### config.mk
export PLATFORM = sky130hd
export DESIGN_NAME = msg_reader_tx
export DESIGN_NICKNAME = d
export VERILOG_FILES = /design/src/rtl/msg_reader_tx_pkg.sv /design/src/rtl/msg_bit_timer.sv /design/src/rtl/msg_reader_tx.sv
export SDC_FILE = /design/constraint.sdc
export NUM_CORES = 1
export LEC_CHECK = 0
export CAP_MARGIN = 20
export CELL_PAD_IN_SITES_DETAIL_PLACEMENT = 2
export CELL_PAD_IN_SITES_GLOBAL_PLACEMENT = 2
export CORE_MARGIN = 5
export CORE_UTILIZATION = 32
export DETAILED_ROUTE_END_ITERATION = 8
export PLACE_DENSITY = 0.78
export SKIP_CTS_REPAIR_TIMING = 1
export SLEW_MARGIN = 20
export SYNTH_ARGS = -nofsm -noshare
export SYNTH_HDL_FRONTEND = slang
export SYNTH_SLANG_ARGS = --single-unit
### constraint.sdc
create_clock -name i_clk -period 1.6 [get_ports i_clk]
set_input_delay 0.16 -clock i_clk [delete_from_list [all_inputs] [get_ports i_clk]]
set_output_delay 0.16 -clock i_clk [all_outputs]
set_load 0.01 [all_outputs]
### src/rtl/msg_reader_tx_pkg.sv
// Shared types and defaults for the message reader / UART transmitter.
package msg_reader_tx_pkg;

  localparam int unsigned CLKS_PER_BIT_DEF = 4;
  localparam int unsigned MSG_LEN_DEF      = 10;

  typedef enum logic [2:0] {
    StIdle,
    StFetch,
    StStart,
    StData,
    StStop,
    StDone
  } state_e;

endpackage

### src/rtl/msg_bit_timer.sv
// Bit-period timer: counts 0..CLKS_PER_BIT-1 and emits a one-cycle tick on the last count.
module msg_bit_timer
  import msg_reader_tx_pkg::*;
#(
  parameter int unsigned CLKS_PER_BIT = CLKS_PER_BIT_DEF
) (
  input  logic i_clk,
  input  logic i_rst,
  input  logic i_clear,
  output logic o_tick
);

  localparam int unsigned CntW = (CLKS_PER_BIT > 1) ? $clog2(CLKS_PER_BIT) : 1;
  localparam logic [CntW-1:0] CntMax = CntW'(CLKS_PER_BIT - 1);

  logic [CntW-1:0] r_cnt;
  logic [CntW-1:0] w_cnt_next;

  always_comb begin
    o_tick     = !i_clear && (r_cnt == CntMax);
    w_cnt_next = (i_clear || o_tick) ? '0 : r_cnt + CntW'(1);
  end

  always_ff @(posedge i_clk or posedge i_rst) begin
    if (i_rst) begin
      r_cnt <= '0;
    end else begin
      r_cnt <= w_cnt_next;
    end
  end

endmodule

### src/rtl/msg_reader_tx.sv
// Reads MSG_LEN characters from an external ROM and sends each as an 8N1 serial frame.
module msg_reader_tx
  import msg_reader_tx_pkg::*;
#(
  parameter int unsigned CLKS_PER_BIT = CLKS_PER_BIT_DEF,
  parameter int unsigned MSG_LEN      = MSG_LEN_DEF
) (
  input  logic       i_clk,
  input  logic       i_rst,
  input  logic       i_start,
  output logic [3:0] o_rom_addr,
  input  logic [7:0] i_rom_data,
  output logic       o_tx,
  output logic       o_busy,
  output logic       o_done
);

  localparam logic [3:0] LastAddr = 4'(MSG_LEN - 1);

  state_e     r_state;
  state_e     w_state_next;
  logic [7:0] r_shift;
  logic [7:0] w_shift_next;
  logic [2:0] r_bit_cnt;
  logic [2:0] w_bit_cnt_next;
  logic [3:0] r_addr;
  logic [3:0] w_addr_next;
  logic       r_tx;
  logic       w_tx_next;
  logic       w_tick;
  logic       w_timer_clear;

  msg_bit_timer #(
    .CLKS_PER_BIT(CLKS_PER_BIT)
  ) u_bit_timer (
    .i_clk  (i_clk),
    .i_rst  (i_rst),
    .i_clear(w_timer_clear),
    .o_tick (w_tick)
  );

  always_ff @(posedge i_clk or posedge i_rst) begin
    if (i_rst) begin
      r_state <= StIdle;
    end else begin
      r_state <= w_state_next;
    end
  end

  always_comb begin
    w_state_next = r_state;
    unique case (r_state)
      StIdle:  if (i_start) w_state_next = StFetch;
      StFetch: w_state_next = StStart;
      StStart: if (w_tick) w_state_next = StData;
      StData:  if (w_tick && (r_bit_cnt == 3'd7)) w_state_next = StStop;
      StStop:  if (w_tick) w_state_next = (r_addr == LastAddr) ? StDone : StFetch;
      StDone:  w_state_next = StIdle;
      default: w_state_next = StIdle;
    endcase
  end

  always_comb begin
    w_shift_next   = r_shift;
    w_bit_cnt_next = r_bit_cnt;
    w_addr_next    = r_addr;
    unique case (r_state)
      StFetch: begin
        w_shift_next   = i_rom_data;
        w_bit_cnt_next = 3'd0;
      end
      StData: begin
        if (w_tick) begin
          w_shift_next   = {1'b0, r_shift[7:1]};
          w_bit_cnt_next = r_bit_cnt + 3'd1;
        end
      end
      StStop:  if (w_tick && (r_addr != LastAddr)) w_addr_next = r_addr + 4'd1;
      StDone:  w_addr_next = 4'd0;
      default: ;
    endcase
  end

  // tx is registered from the next state so the line changes exactly with the state.
  always_comb begin
    o_busy        = (r_state != StIdle);
    o_done        = (r_state == StDone);
    w_timer_clear = !((r_state == StStart) || (r_state == StData) || (r_state == StStop));
    unique case (w_state_next)
      StStart: w_tx_next = 1'b0;
      StData:  w_tx_next = w_shift_next[0];
      default: w_tx_next = 1'b1;
    endcase
  end

  always_ff @(posedge i_clk or posedge i_rst) begin
    if (i_rst) begin
      r_shift   <= 8'd0;
      r_bit_cnt <= 3'd0;
      r_addr    <= 4'd0;
      r_tx      <= 1'b1;
    end else begin
      r_shift   <= w_shift_next;
      r_bit_cnt <= w_bit_cnt_next;
      r_addr    <= w_addr_next;
      r_tx      <= w_tx_next;
    end
  end

  assign o_rom_addr = r_addr;
  assign o_tx       = r_tx;

endmodule

==> results of run 1 <==
-- layer usage --
layer	vias to the layer above	part of all wire [%]	global-route usage [%]	wire length (um)
met2	12	51	25.8	1660
met4	0	1.1	4.47	37
met5	-	0	0	0
met1	505	45	17.4	1460
li1	504	-	-	-
met3	4	2.5	2.32	80
-- stage by stage --
step | power, W | TNS, ns | utilization, % | setup WS (ns)
after floorplan | 0.000558 | 0 | - | 0.238
after global placement | 0.000594 | 0 | 41.0 | 0.163
after detailed placement | 0.000595 | 0 | 41.0 | 0.141
after CTS | 0.000869 | -0.315 | 41.7 | -0.213
after global routing | 0.000887 | -0.000223 | 42.3 | -0.000223
final | 0.000852 | 0 | 42.3 | 0.0614
-- area by class of cell --
type / instances / area [sq um]
Fill cell: 382 / 1960
Multi-Input combinational cell: 90 / 537
Inverter: 6 / 22.5
Sequential cell: 21 / 527
Clock buffer: 4 / 26.3
Tap cell: 46 / 57.6
Timing Repair Buffer: 27 / 263
-- worst register-to-register path, stage by stage, from the launching register on --
cell,delay [ns]
dfrtp_1,0.45
buf_4,0.15
buf_4,0.17
nor2_2,0.17
nand2_1,0.17
a211oi_1,0.28
-- cells in the mapped netlist (all sizes together), types with 2 or more instances --
library cell,count,area (sq um)
and2,2,12.5
buf,8,60.1
nor2,5,18.8
nand2b,3,18.8
o21ai,15,75.1
inv,6,22.5
a22oi,2,15.0
nand3b,2,15.0
o22ai,10,62.6
ha,5,62.6
nor3,2,10.0
dfrtp,20,500
nand2,12,45.0
or3,5,31.3
nand3,3,15.0
a21oi,12,60.1
and3,3,18.8
-- power groups by stage --
stage	Combinational [W]	Clock, W	Sequential (W)
floorplan	0.0000127	0	0.000545
global placement	0.0000487	0	0.000546
detailed placement	0.0000494	0	0.000546
CTS	0.0000496	0.000284	0.000536
global route	0.0000534	0.000297	0.000536
finish	0.0000485	0.000268	0.000536
-- cell families (layout without fill, tap and decap cells) --
group           after synthesis  in the layout
simple gates                 39             39
compound gates               46             46
flops                        21             21
fa+ha+maj                     5              5
buf+inv                      14             37
-- registers in the layout, indices dropped and copies added (netlist names) --
signal / flops
r_shift: 8
o_rom_addr: 4
r_bit_cnt: 3
r_state: 3
u_bit_timer.r_cnt: 2
o_tx: 1
-- how the worst min path moves through the flow --
stage	startpoint	end	depth (start not counted)
2_1_floorplan	i_rst	o_rom_addr[0]$_DFFE_PP0P_	1
3_3_place_gp	u_bit_timer.r_cnt[0]$_DFF_PP0_	u_bit_timer.r_cnt[0]$_DFF_PP0_	1
3_5_place_dp	u_bit_timer.r_cnt[0]$_DFF_PP0_	u_bit_timer.r_cnt[0]$_DFF_PP0_	1
4_1_cts	i_rst	u_bit_timer.r_cnt[0]$_DFF_PP0_	2
5_1_grt	i_rst	u_bit_timer.r_cnt[0]$_DFF_PP0_	2
6_report	i_rst	u_bit_timer.r_cnt[0]$_DFF_PP0_	2
==> reports/qor.yml, run 1 <==
crit_path_end_kind: "output pin"
crit_path_start_kind: "flip-flop"
cap_viol_max_count: 0
gp_congestion: 0.764
fp.dieW_um: 69.7
track_usage_pct: 14.4
ys_async_sr_fraction_pct: 100
hold_viol: 0
overflow: 0
drc_errors: 0
drive_gt1_share_pct: 12.2
firstDrtPassIters: 4
path_buf_inv: 1
critPathSlowestCell: "dfstp_2"
avgSynthCellArea_sq_um: 9.13
slew-limit-headroom_pct: 74.3
cts-buffers-inserted: 3
antenna_found_initial: 0
yosys.area_share.simple_pct: 17.4
synth-xor-area-share_pct: 0
diodes: 0
worstMarginPinSlew_ns: 0.381
syn_area_sq_um: 1140
initial_core_util_pct: 33.7
synth-seq-cells: 21
final_nets: 165
wl_per_cell_um: 16.7
muxShareOfSynthArea_pct: 0
required_ns: 1.44
clkLatencyLatePin_ns: 0.31
clk_path_buf_depth: 2
synth-adder-area-share_pct: 5.48
place_hpwl_um: 2550
cts_tree: "done"
synth_edf_count: 0
core_area_sq_um: 3390
die_area_sq_um: 4860
final_max_slew_viol_count: 0
period_share_pct: 96.2
p_seq_share_pct: 62.9
p_clk_share_pct: 31.4
io_buffers: 17
switching_share_pct: 22.5
io_pins: 18
first_global_vias: 1145
worstRegToRegCells: 5
hold_class: "in2async"
synth-main-ff-cell: "dfrtp_1"
grt_max_degree: 15
synth_compound_area_share_pct: 23.7
antenna_left: 0
r2r_slack_ns: 0.12
fin_skew_ns: 0.0104
final_cell_mix: "20 x dfrtp_1, 15 x o21ai_0, 15 x clkdlybuf4s50_1, 12 x nand2_1, 12 x a21oi_1"
crit_cells: 1
whs_ns: 0.122
worstPathArrival_ns: 1.38
cts-root-buf: "clkbuf_4"
areaGrowthSynthToFinish_pct: 25.5
fmax_mhz: 650
stdcell_area_sq_um: 1430
final_common_cell: "dfrtp_1"
dpl.cell_count: 189
setup.worst_path.start: "o_tx$_DFF_PP1_"
row_count: 21
synth_top_family_by_area: "compound AO/OA/AOI/OAI gates"
r2r_end: "u_bit_timer.r_cnt[0]$_DFF_PP0_"
grt_pass1_wl_um: 5670
via_per_inst: 5.28
drt_iter0_drc: 33
crit_chain: "clkdlybuf4s50_1"
synth_cell_type_count: 30
layoutNonFillerInstCount: 194
outcome: "finished, final reports clean"
synth_warnings: 0
clkSinkCount: 21
r2r_start: "r_state[1]$_DFF_PP0_"
worstSetupEndpoint: "o_tx"
clk_pin_slew_ns: 0.13
worstSetupPathType: "reg2out"
p_leak_nw: 0.675
p_sw_w: 0.000191
num_vias: 1025
setup-violations-final: 0
ys_seq_area_share_pct: 46.2
crit_fanout: 1
synthCells: 125
p_int_w: 0.000660
syn-num-nets: 141
fin_crit_ns: 1.54
powerDensity_nw_per_um2: 595
ir_drop_mv: 0.212
finalWirelength_um: 3240
p_comb_share_pct: 5.7
dpl_cell_area_sq_um: 1390
cts-htree-levels: 1
path_delay_family: "flip-flops"
die_height_um: 69.7
critPathMaxStageDelay_ns: 0.54
(Power assumes the default switching activity.)
==> inputs of run 2 (changes only) <==
CAP_MARGIN = 15   (was 20)
==> results of run 2 <==
Same layout as run 1: the final DEF is identical, and so are final timing and power.
